$ cat config.mk
export PLATFORM = sky130hd
export DESIGN_NAME = soc2_ram_arbiter_flat
export DESIGN_NICKNAME = d
export VERILOG_FILES = /design/src/rtl/soc2_ram_arbiter_if.sv /design/src/rtl/soc2_ram_arbiter.sv /design/src/flat_wrapper.sv
export SDC_FILE = /design/constraint.sdc
export NUM_CORES = 1
export LEC_CHECK = 0
export CORE_AREA = 2 2 101 103
export DETAILED_ROUTE_END_ITERATION = 10
export DIE_AREA = 0 0 103 105
export PLACE_DENSITY = 0.62
export SETUP_SLACK_MARGIN = 0.15
export SYNTH_ARGS = -nofsm -noshare
export SYNTH_HDL_FRONTEND = slang
export SYNTH_SLANG_ARGS = --single-unit
export TNS_END_PERCENT = 1
$ cat constraint.sdc
create_clock -name clk -period 5.15 [get_ports clk]
set_input_delay 1.03 -clock clk [delete_from_list [all_inputs] [get_ports clk]]
set_output_delay 1.03 -clock clk [all_outputs]
set_load 0.02 [all_outputs]
$ cat src/rtl/soc2_ram_arbiter_if.sv
// Avalon-MM requester port bundle used by soc2_ram_arbiter.
// Signals: address/byteenable/read/write/writedata in; waitrequest/readdata/readdatavalid back.
interface soc2_ram_arbiter_if;
  logic [13:0] address;
  logic [3:0]  byteenable;
  logic        read;
  logic        write;
  logic [31:0] writedata;
  logic        waitrequest;
  logic [31:0] readdata;
  logic        readdatavalid;

  modport master (
    output address, byteenable, read, write, writedata,
    input  waitrequest, readdata, readdatavalid
  );

  modport slave (
    input  address, byteenable, read, write, writedata,
    output waitrequest, readdata, readdatavalid
  );
endinterface

$ cat src/rtl/soc2_ram_arbiter.sv
// Round-robin arbiter sharing one single-port 32-bit RAM between m0 (CPU) and m1 (DMA).
// Ports: clk, reset_n (sync, active-low); m0/m1 requester bundles (slave modport);
// ram_* drive the RAM port, ram_readdata returns one cycle after a read.
// Optional: define SOC2_RAM_ARB_BOUNDS_CHECK_EN to block accesses at address >= DEPTH.
module soc2_ram_arbiter #(
  parameter int          DEPTH    = 10240,
  parameter logic [31:0] OOR_DATA = 32'h0000_0000
) (
  input  logic                   clk,
  input  logic                   reset_n,
  soc2_ram_arbiter_if.slave      m0,
  soc2_ram_arbiter_if.slave      m1,
  output logic [13:0]            ram_address,
  output logic [3:0]             ram_byteenable,
  output logic                   ram_chipselect,
  output logic                   ram_write,
  output logic [31:0]            ram_writedata,
  output logic                   ram_clken,
  input  logic [31:0]            ram_readdata
);

  logic        r_rr_ptr;
  logic        r_rd_pend;
  logic        r_rd_owner;
  logic        r_rd_oor;

  logic        w_act0;
  logic        w_act1;
  logic        w_gnt0;
  logic        w_gnt1;
  logic        w_any;
  logic        w_win;
  logic        w_wr;
  logic        w_oor;
  logic [13:0] w_addr;
  logic [31:0] w_rdata;

  assign w_act0 = m0.read | m0.write;
  assign w_act1 = m1.read | m1.write;

  // No grants while reset is held; rr_ptr breaks ties only.
  assign w_gnt0 = reset_n & w_act0 & (~w_act1 | ~r_rr_ptr);
  assign w_gnt1 = reset_n & w_act1 & (~w_act0 |  r_rr_ptr);
  assign w_any  = w_gnt0 | w_gnt1;
  assign w_win  = w_gnt1;

  assign m0.waitrequest = ~reset_n | (w_act0 & ~w_gnt0);
  assign m1.waitrequest = ~reset_n | (w_act1 & ~w_gnt1);

  assign w_addr = w_win ? m1.address : m0.address;
  // Read+write together is taken as a write.
  assign w_wr   = w_win ? m1.write   : m0.write;

`ifdef SOC2_RAM_ARB_BOUNDS_CHECK_EN
  assign w_oor = (w_addr >= 14'(DEPTH));
`else
  assign w_oor = 1'b0;
`endif

  assign ram_address    = w_addr;
  assign ram_byteenable = w_win ? m1.byteenable : m0.byteenable;
  assign ram_writedata  = w_win ? m1.writedata  : m0.writedata;
  assign ram_chipselect = w_any & ~w_oor;
  assign ram_write      = w_any & w_wr & ~w_oor;
  assign ram_clken      = reset_n;

  always_ff @(posedge clk) begin
    if (!reset_n) begin
      r_rr_ptr   <= 1'b0;
      r_rd_pend  <= 1'b0;
      r_rd_owner <= 1'b0;
      r_rd_oor   <= 1'b0;
    end else begin
      if (w_any) begin
        r_rr_ptr <= ~w_win;
      end
      r_rd_pend <= w_any & ~w_wr;
      if (w_any & ~w_wr) begin
        r_rd_owner <= w_win;
        r_rd_oor   <= w_oor;
      end
    end
  end

  assign w_rdata = r_rd_oor ? OOR_DATA : ram_readdata;

  // Gating with reset_n drops a read that was pending when reset hit.
  assign m0.readdatavalid = reset_n & r_rd_pend & ~r_rd_owner;
  assign m1.readdatavalid = reset_n & r_rd_pend &  r_rd_owner;
  assign m0.readdata      = w_rdata;
  assign m1.readdata      = w_rdata;

endmodule

$ cat src/flat_wrapper.sv
// flat-port wrapper written by rule: the top's interface ports become plain ports
module soc2_ram_arbiter_flat 
#(
  parameter int          DEPTH    = 10240,
  parameter logic [31:0] OOR_DATA = 32'h0000_0000
)
  (clk, reset_n, ram_address, ram_byteenable, ram_chipselect, ram_write, ram_writedata, ram_clken, ram_readdata, m0_address, m0_byteenable, m0_read, m0_write, m0_writedata, m0_waitrequest, m0_readdata, m0_readdatavalid, m1_address, m1_byteenable, m1_read, m1_write, m1_writedata, m1_waitrequest, m1_readdata, m1_readdatavalid);
  soc2_ram_arbiter_if m0_i ();
  soc2_ram_arbiter_if m1_i ();
  input  logic clk;
  input  logic reset_n;
  output logic [13:0] ram_address;
  output logic [3:0] ram_byteenable;
  output logic ram_chipselect;
  output logic ram_write;
  output logic [31:0] ram_writedata;
  output logic ram_clken;
  input  logic [31:0] ram_readdata;
  input wire logic [$bits(m0_i.address)-1:0] m0_address;
  input wire logic [$bits(m0_i.byteenable)-1:0] m0_byteenable;
  input wire logic [$bits(m0_i.read)-1:0] m0_read;
  input wire logic [$bits(m0_i.write)-1:0] m0_write;
  input wire logic [$bits(m0_i.writedata)-1:0] m0_writedata;
  output wire logic [$bits(m0_i.waitrequest)-1:0] m0_waitrequest;
  output wire logic [$bits(m0_i.readdata)-1:0] m0_readdata;
  output wire logic [$bits(m0_i.readdatavalid)-1:0] m0_readdatavalid;
  input wire logic [$bits(m1_i.address)-1:0] m1_address;
  input wire logic [$bits(m1_i.byteenable)-1:0] m1_byteenable;
  input wire logic [$bits(m1_i.read)-1:0] m1_read;
  input wire logic [$bits(m1_i.write)-1:0] m1_write;
  input wire logic [$bits(m1_i.writedata)-1:0] m1_writedata;
  output wire logic [$bits(m1_i.waitrequest)-1:0] m1_waitrequest;
  output wire logic [$bits(m1_i.readdata)-1:0] m1_readdata;
  output wire logic [$bits(m1_i.readdatavalid)-1:0] m1_readdatavalid;
  assign m0_i.address = m0_address;
  assign m0_i.byteenable = m0_byteenable;
  assign m0_i.read = m0_read;
  assign m0_i.write = m0_write;
  assign m0_i.writedata = m0_writedata;
  assign m0_waitrequest = m0_i.waitrequest;
  assign m0_readdata = m0_i.readdata;
  assign m0_readdatavalid = m0_i.readdatavalid;
  assign m1_i.address = m1_address;
  assign m1_i.byteenable = m1_byteenable;
  assign m1_i.read = m1_read;
  assign m1_i.write = m1_write;
  assign m1_i.writedata = m1_writedata;
  assign m1_waitrequest = m1_i.waitrequest;
  assign m1_readdata = m1_i.readdata;
  assign m1_readdatavalid = m1_i.readdatavalid;
  soc2_ram_arbiter #(.DEPTH(DEPTH), .OOR_DATA(OOR_DATA)) u_core (.clk(clk), .reset_n(reset_n), .m0(m0_i), .m1(m1_i), .ram_address(ram_address), .ram_byteenable(ram_byteenable), .ram_chipselect(ram_chipselect), .ram_write(ram_write), .ram_writedata(ram_writedata), .ram_clken(ram_clken), .ram_readdata(ram_readdata));
endmodule
==> impl_metrics.csv, run 1 <==
group,metric,value,unit
synthesis,synth-edff-count,0,
flow_run,max_cap_violations,0,
clocking,cts_sinks,3,
global_route,grt_pass1_vias,1418,
die,dieArea,10800,um2
synthesis,ys_top_cells_by_area,"mux2_2 (39%), buf_4 (37%), dfxtp_1 (4.6%)",
timing,setup_viol,0,
timing,tightest_slew,0.514,ns
placement,portBuffers,162,
synthesis,synth_cells,148,
status,status,"completed",
clocking,clkTransAtPathRegs,0.03,ns
global_route,antenna_found_initial,0,
worst_hold_path,hp-class,"reg -> reg",
synthesis,synth_top_area_share,39.4,%
timing,slew_headroom,65.7,%
layout,finalNonFillerCells,379,
timing,worst_slack,0.629,ns
power,cellLeakagePower,0.932,nW
clocking,cts_buffers,3,
timing,max_freq,221,MHz
critical_path,worstPathArrival,3.49,ns
die,die_y,105,um
layout,area_delta_synth_final,99.1,%
timing,hold_viol_final,0,
die,rows,36,
power,power.density,137,nW/um2
timing,tns,0,ns
clocking,cts_root_buf,"clkbuf_8",
synthesis,synth.avg_cell_area,8.89,um2
drt,drt.antenna.violating_nets,0,
timing,rsz0062_at_grt,"no",
clocking,clk_latency,0.21,ns
synthesis,async_reset_ff_share,0,%
synthesis,synth.cells.most_frequent,"buf_4 (65), mux2_2 (46), buf_6 (5)",
drt,first_pass_iters,4,
layout,nNetsFinal,385,
drt,post_drt_wl_per_cell,12.6,um
layout,layout-drive-gt1-share,21.1,%
power,ir_drop,0.0000736,V
global_route,grt_pass1_wl,6730,um
placement,dp.cells,375,
critical_path,critical_path.endpoint_type,"output pin",
power,power,0.000358,W
synthesis,yosysUniqueCellTypes,20,
synthesis,yosysSeqAreaShare,4.57,%
layout,n_antenna_cell,0,
synthesis,ys_seq_elements,3,
synthesis,yosysTopAreaCell,"mux2_2",
drt,wl,4790,um
clocking,cts_tree,"yes",
die,initial_core_util,13.6,%
timing,period_needed,4.52,ns
clocking,cts_setup_buffers,0,
synthesis,yosysWarnings,0,
timing,drv_slew,0,
clocking,cts-hold-fix-buffers,0,
synthesis,yosysMostFrequentCell,"buf_4",
drt,drtIter0Drc,13,
timing,finalClockSkew,0.00265,ns
placement,dp_hpwl,4110,um
drt,post_drt_via_cell_ratio,3.52,
drt,vias,1335,
synthesis,synth_fp_nets,286,
critical_path,cp-start-kind,"input pin",
die,io_pins,259,
placement,dp_slack,0.602,ns
global_route,grt.total_usage,7.80,%
critical_path,path_class,"in -> out",
layout,multi_input_area,703,um2
die,coreArea,9640,um2
placement,gp_congestion,0.696,
critical_path,worst-endpoint-required,4.12,ns
drt,drc,0,
global_route,grt_max_degree,42,
clocking,clockBufferDepth,2,
synthesis,netlist_area,1320,um2
layout,seq_area,60.1,um2
clocking,cts_resized,0,
die,die_x,103,um
global_route,grt-ovfl-total,0,
timing,post-route-period-util,87.8,%
synthesis,ys.flop_type,"dfxtp_1",
clocking,clock_tree.htree_level_count,1,
critical_path,cp_max_fo,41,
layout,nFillCells,1031,
-- registers in the layout (all words and copies together), names as in the netlist --
name and count:
u_core.r_rd_pend 1, u_core.r_rd_owner 1, u_core.r_rr_ptr 1
-- power breakdown --
group / internal [W] / switching [W]
Clock: 0.0000528 / 0.0000152
Sequential: 0.0000253 / 0.00000163
Combinational: 0.000165 / 0.0000977
-- logic make-up (layout without fill, tap and decap cells) --
family,count (synthesis),count (layout),share of synthesized area (%)
buf+inv,72,170,42.0
mux,50,50,42.8
simple gates,12,12,5.52
compound gates,11,11,5.14
flops,3,3,4.57
-- layout by cell type, fill, tap and decap left out, drive strengths merged --
cell type and instances:
inv 2, mux2 50, o31ai 1, nor2b 1
o21bai 1, nand2b 1, a32o 1, nand2 3
clkbuf 4, a21oi 4, nor3b 1, a211oi 1
dfxtp 3, and3 1, nor2 3, nand3 1
o21ai 3, buf 2, nand3b 1, clkdlybuf4s50 162
-- routing by layer --
layer	part of all wire (%)	routed length [um]	global-route usage, %
met1	33	1590	6.70
met2	50	2410	15.1
met3	15	713	3.81
met4	1.6	79	2.54
met5	0	0	0
-- final cells by class --
cell class	instances	area share, %
Inverter	2	0.287
Multi-Input combinational cell	73	26.9
Tap cell	133	6.35
Clock buffer	4	1.72
Sequential cell	3	2.29
Timing Repair Buffer	164	62.5
-- through the flow --
step	instance area, um2	hold WS (ns)	utilization [%]
6_report	2620	0.532	27.2
5_1_grt	2620	0.568	27.2
4_1_cts	2620	0.535	27.2
3_5_place_dp	2570	0.529	26.7
3_3_place_gp	2570	0.507	26.7
2_1_floorplan	1320	0.484	-
-- worst paths after layout --
kind                     start           endpoint  cells past startpoint  slack [ns]
max                    reset_n  ram_writedata[17]                      6        0.63
min          u_core.r_rd_owner  u_core.r_rd_owner                      1        0.53
max reg2reg    u_core.r_rr_ptr  u_core.r_rd_owner                      4        3.62
min reg2reg  u_core.r_rd_owner  u_core.r_rd_owner                      1        0.53
-- worst max-delay path, stage by stage --
cell and delay (ns):
clkdlybuf4s50_1 0.62, inv_1 0.18, nor3b_4 0.23, buf_4 0.46, mux2_2 0.40, clkdlybuf4s50_1 0.54
Note: power is estimated with default switching activity, not from simulation.
==> run 2: changes to the inputs <==
--- a/config.mk
+++ b/config.mk
@@ -8,6 +8,7 @@
 export CORE_AREA = 2 2 101 103
 export DETAILED_ROUTE_END_ITERATION = 10
 export DIE_AREA = 0 0 103 105
+export GPL_ROUTABILITY_DRIVEN = 0
 export PLACE_DENSITY = 0.62
 export SETUP_SLACK_MARGIN = 0.15
 export SYNTH_ARGS = -nofsm -noshare
==> results of run 2 <==
No change in the layout: final DEF, timing and power equal those of run 1.
==> run 3: changes to the inputs <==
--- a/config.mk
+++ b/config.mk
@@ -5,11 +5,11 @@
 export SDC_FILE = /design/constraint.sdc
 export NUM_CORES = 1
 export LEC_CHECK = 0
-export CORE_AREA = 2 2 101 103
+export CORE_AREA = 3 3 99 101
 export DETAILED_ROUTE_END_ITERATION = 10
-export DIE_AREA = 0 0 103 105
+export DIE_AREA = 0 0 102 104
 export GPL_ROUTABILITY_DRIVEN = 0
-export PLACE_DENSITY = 0.62
+export PLACE_DENSITY = 0.65
 export SETUP_SLACK_MARGIN = 0.15
 export SYNTH_ARGS = -nofsm -noshare
 export SYNTH_HDL_FRONTEND = slang
==> run 3 against run 2 <==
Compared with the run above:
- non-clock buffer count fell by 1
- combinational power rose by 2%
- global-route usage rose by 1.1 points
- critical path type unchanged
- largest cell class unchanged
==> impl_metrics.csv, run 3 (same netlist as run 1, synthesis figures left out) <==
group,metric,value,unit
global_route,grt_pass1_vias,1469,
power,power,0.000361,W
critical_path,worstPathArrival,3.33,ns
drt,post_drt_wl_per_cell,15.2,um
worst_hold_path,min_to,"u_core.r_rd_owner",
flow_run,max_cap_violations,0,
placement,dp_hpwl,4560,um
drt,drt.antenna.violating_nets,0,
die,die_x,102,um
layout,final_common_cell,"clkdlybuf4s50_1",
global_route,grt.total_usage,8.88,%
clocking,cts_root_buf,"clkbuf_8",
critical_path,critical_path.endpoint_type,"output pin",
power,power.density,139,nW/um2
drt,drtIter0Drc,28,
power,ir_drop,0.0000607,V
timing,hold_viol_final,0,
clocking,clock_tree.htree_level_count,1,
timing,post-route-period-util,84.7,%
timing,tns,0,ns
critical_path,r2r_cells,4,
critical_path,worstSetupStartpoint,"reset_n",
worst_hold_path,hold_start,"u_core.r_rd_owner",
worst_hold_path,hp-class,"reg -> reg",
drt,drc,0,
layout,nNetsFinal,384,
power,cellLeakagePower,0.930,nW
clocking,cts_sinks,3,
clocking,cts_setup_buffers,0,
clocking,cts_buffers,3,
layout,nFillCells,961,
timing,tightest_slew,0.354,ns
global_route,grt-ovfl-total,0,
clocking,cts_resized,0,
critical_path,path_class,"in -> out",
critical_path,rrSetupSlack,3.75,ns
clocking,clkTransAtPathRegs,0.03,ns
timing,rsz0062_at_grt,"no",
timing,setup_viol,0,
critical_path,worst-endpoint-required,4.12,ns
die,io_pins,259,
layout,n_antenna_cell,0,
drt,wl,5420,um
die,dieArea,10600,um2
layout,reg_top3,"u_core.r_rd_owner (1), u_core.r_rd_pend (1), u_core.r_rr_ptr (1)",
timing,drv_slew,0,
die,die_y,104,um
timing,max_freq,229,MHz
global_route,grt_max_degree,52,
clocking,cts-hold-fix-buffers,0,
critical_path,r2r_start,"u_core.r_rr_ptr",
layout,area_delta_synth_final,97.4,%
status,status,"completed",
layout,layout_common_cells,"clkdlybuf4s50_1 (162), mux2_2 (46), a21oi_1 (4), mux2_1 (4)",
critical_path,cp-start-kind,"input pin",
timing,period_needed,4.36,ns
clocking,clockBufferDepth,2,
clocking,cts_tree,"yes",
worst_hold_path,hold_path_depth,1,
drt,first_pass_iters,4,
global_route,grt_pass1_wl,7490,um
die,coreArea,9110,um2
timing,whs,0.534,ns
layout,multi_input_area,703,um2
critical_path,rr_endpoint,"u_core.r_rd_owner",
critical_path,cp_max_fo,51,
drt,post_drt_via_cell_ratio,3.92,
layout,seq_area,60.1,um2
global_route,antenna_found_initial,0,
drt,vias,1397,
die,initial_core_util,14.4,%
timing,finalClockSkew,0.00291,ns
placement,portBuffers,162,
timing,slew_headroom,76.3,%
die,rows,35,
layout,layout-drive-gt1-share,20.8,%
clocking,clk_latency,0.21,ns
## run 3: report_power, final
part,internal [W],switching [W]
Combinational,0.000166,0.000101
Sequential,0.0000253,0.00000177
Clock,0.0000527,0.0000146
## run 3: worst max-delay path by stage
stage,to,slack (ns)
after floorplan,ram_address[13],1.94
after global routing,ram_writedata[10],0.66
after detailed placement,ram_writedata[10],0.77
after global placement,ram_writedata[10],0.78
after CTS,ram_writedata[10],0.76
final,ram_writedata[10],0.79
## run 3: critical path, stage by stage
cell,delay (ns)
clkdlybuf4s50_1,0.60
inv_1,0.16
nor3b_4,0.25
buf_12,0.30
mux2_2,0.42
clkdlybuf4s50_1,0.55
## run 3: through the flow
stage	util (%)	instances	area (um2)	worst slack, ns
floorplan	-	148	1320	1.94
global placement	28.0	352	2550	0.780
detailed placement	28.0	352	2550	0.766
CTS	28.5	356	2600	0.763
global route	28.5	356	2600	0.656
finish	28.5	356	2600	0.786
## run 3: final cells by class
type                            instances  share of cell area (%)
Inverter                                2                   0.289
Multi-Input combinational cell         73                    27.1
Tap cell                              111                    5.35
Clock buffer                            4                    1.73
Sequential cell                         3                    2.31
Timing Repair Buffer                  163                    63.2
## run 3: per-layer routing
| layer | vias to the layer above | wire (um) | track usage (%) | share of wire, % |
|---|---|---|---|---|
| met5 | - | 0 | 0 | 0 |
| met4 | 0 | 130 | 2.91 | 2.4 |
| met3 | 31 | 875 | 3.96 | 16 |
| met2 | 125 | 2560 | 15.9 | 47 |
| met1 | 603 | 1850 | 8.99 | 34 |
| li1 | 638 | - | - | - |
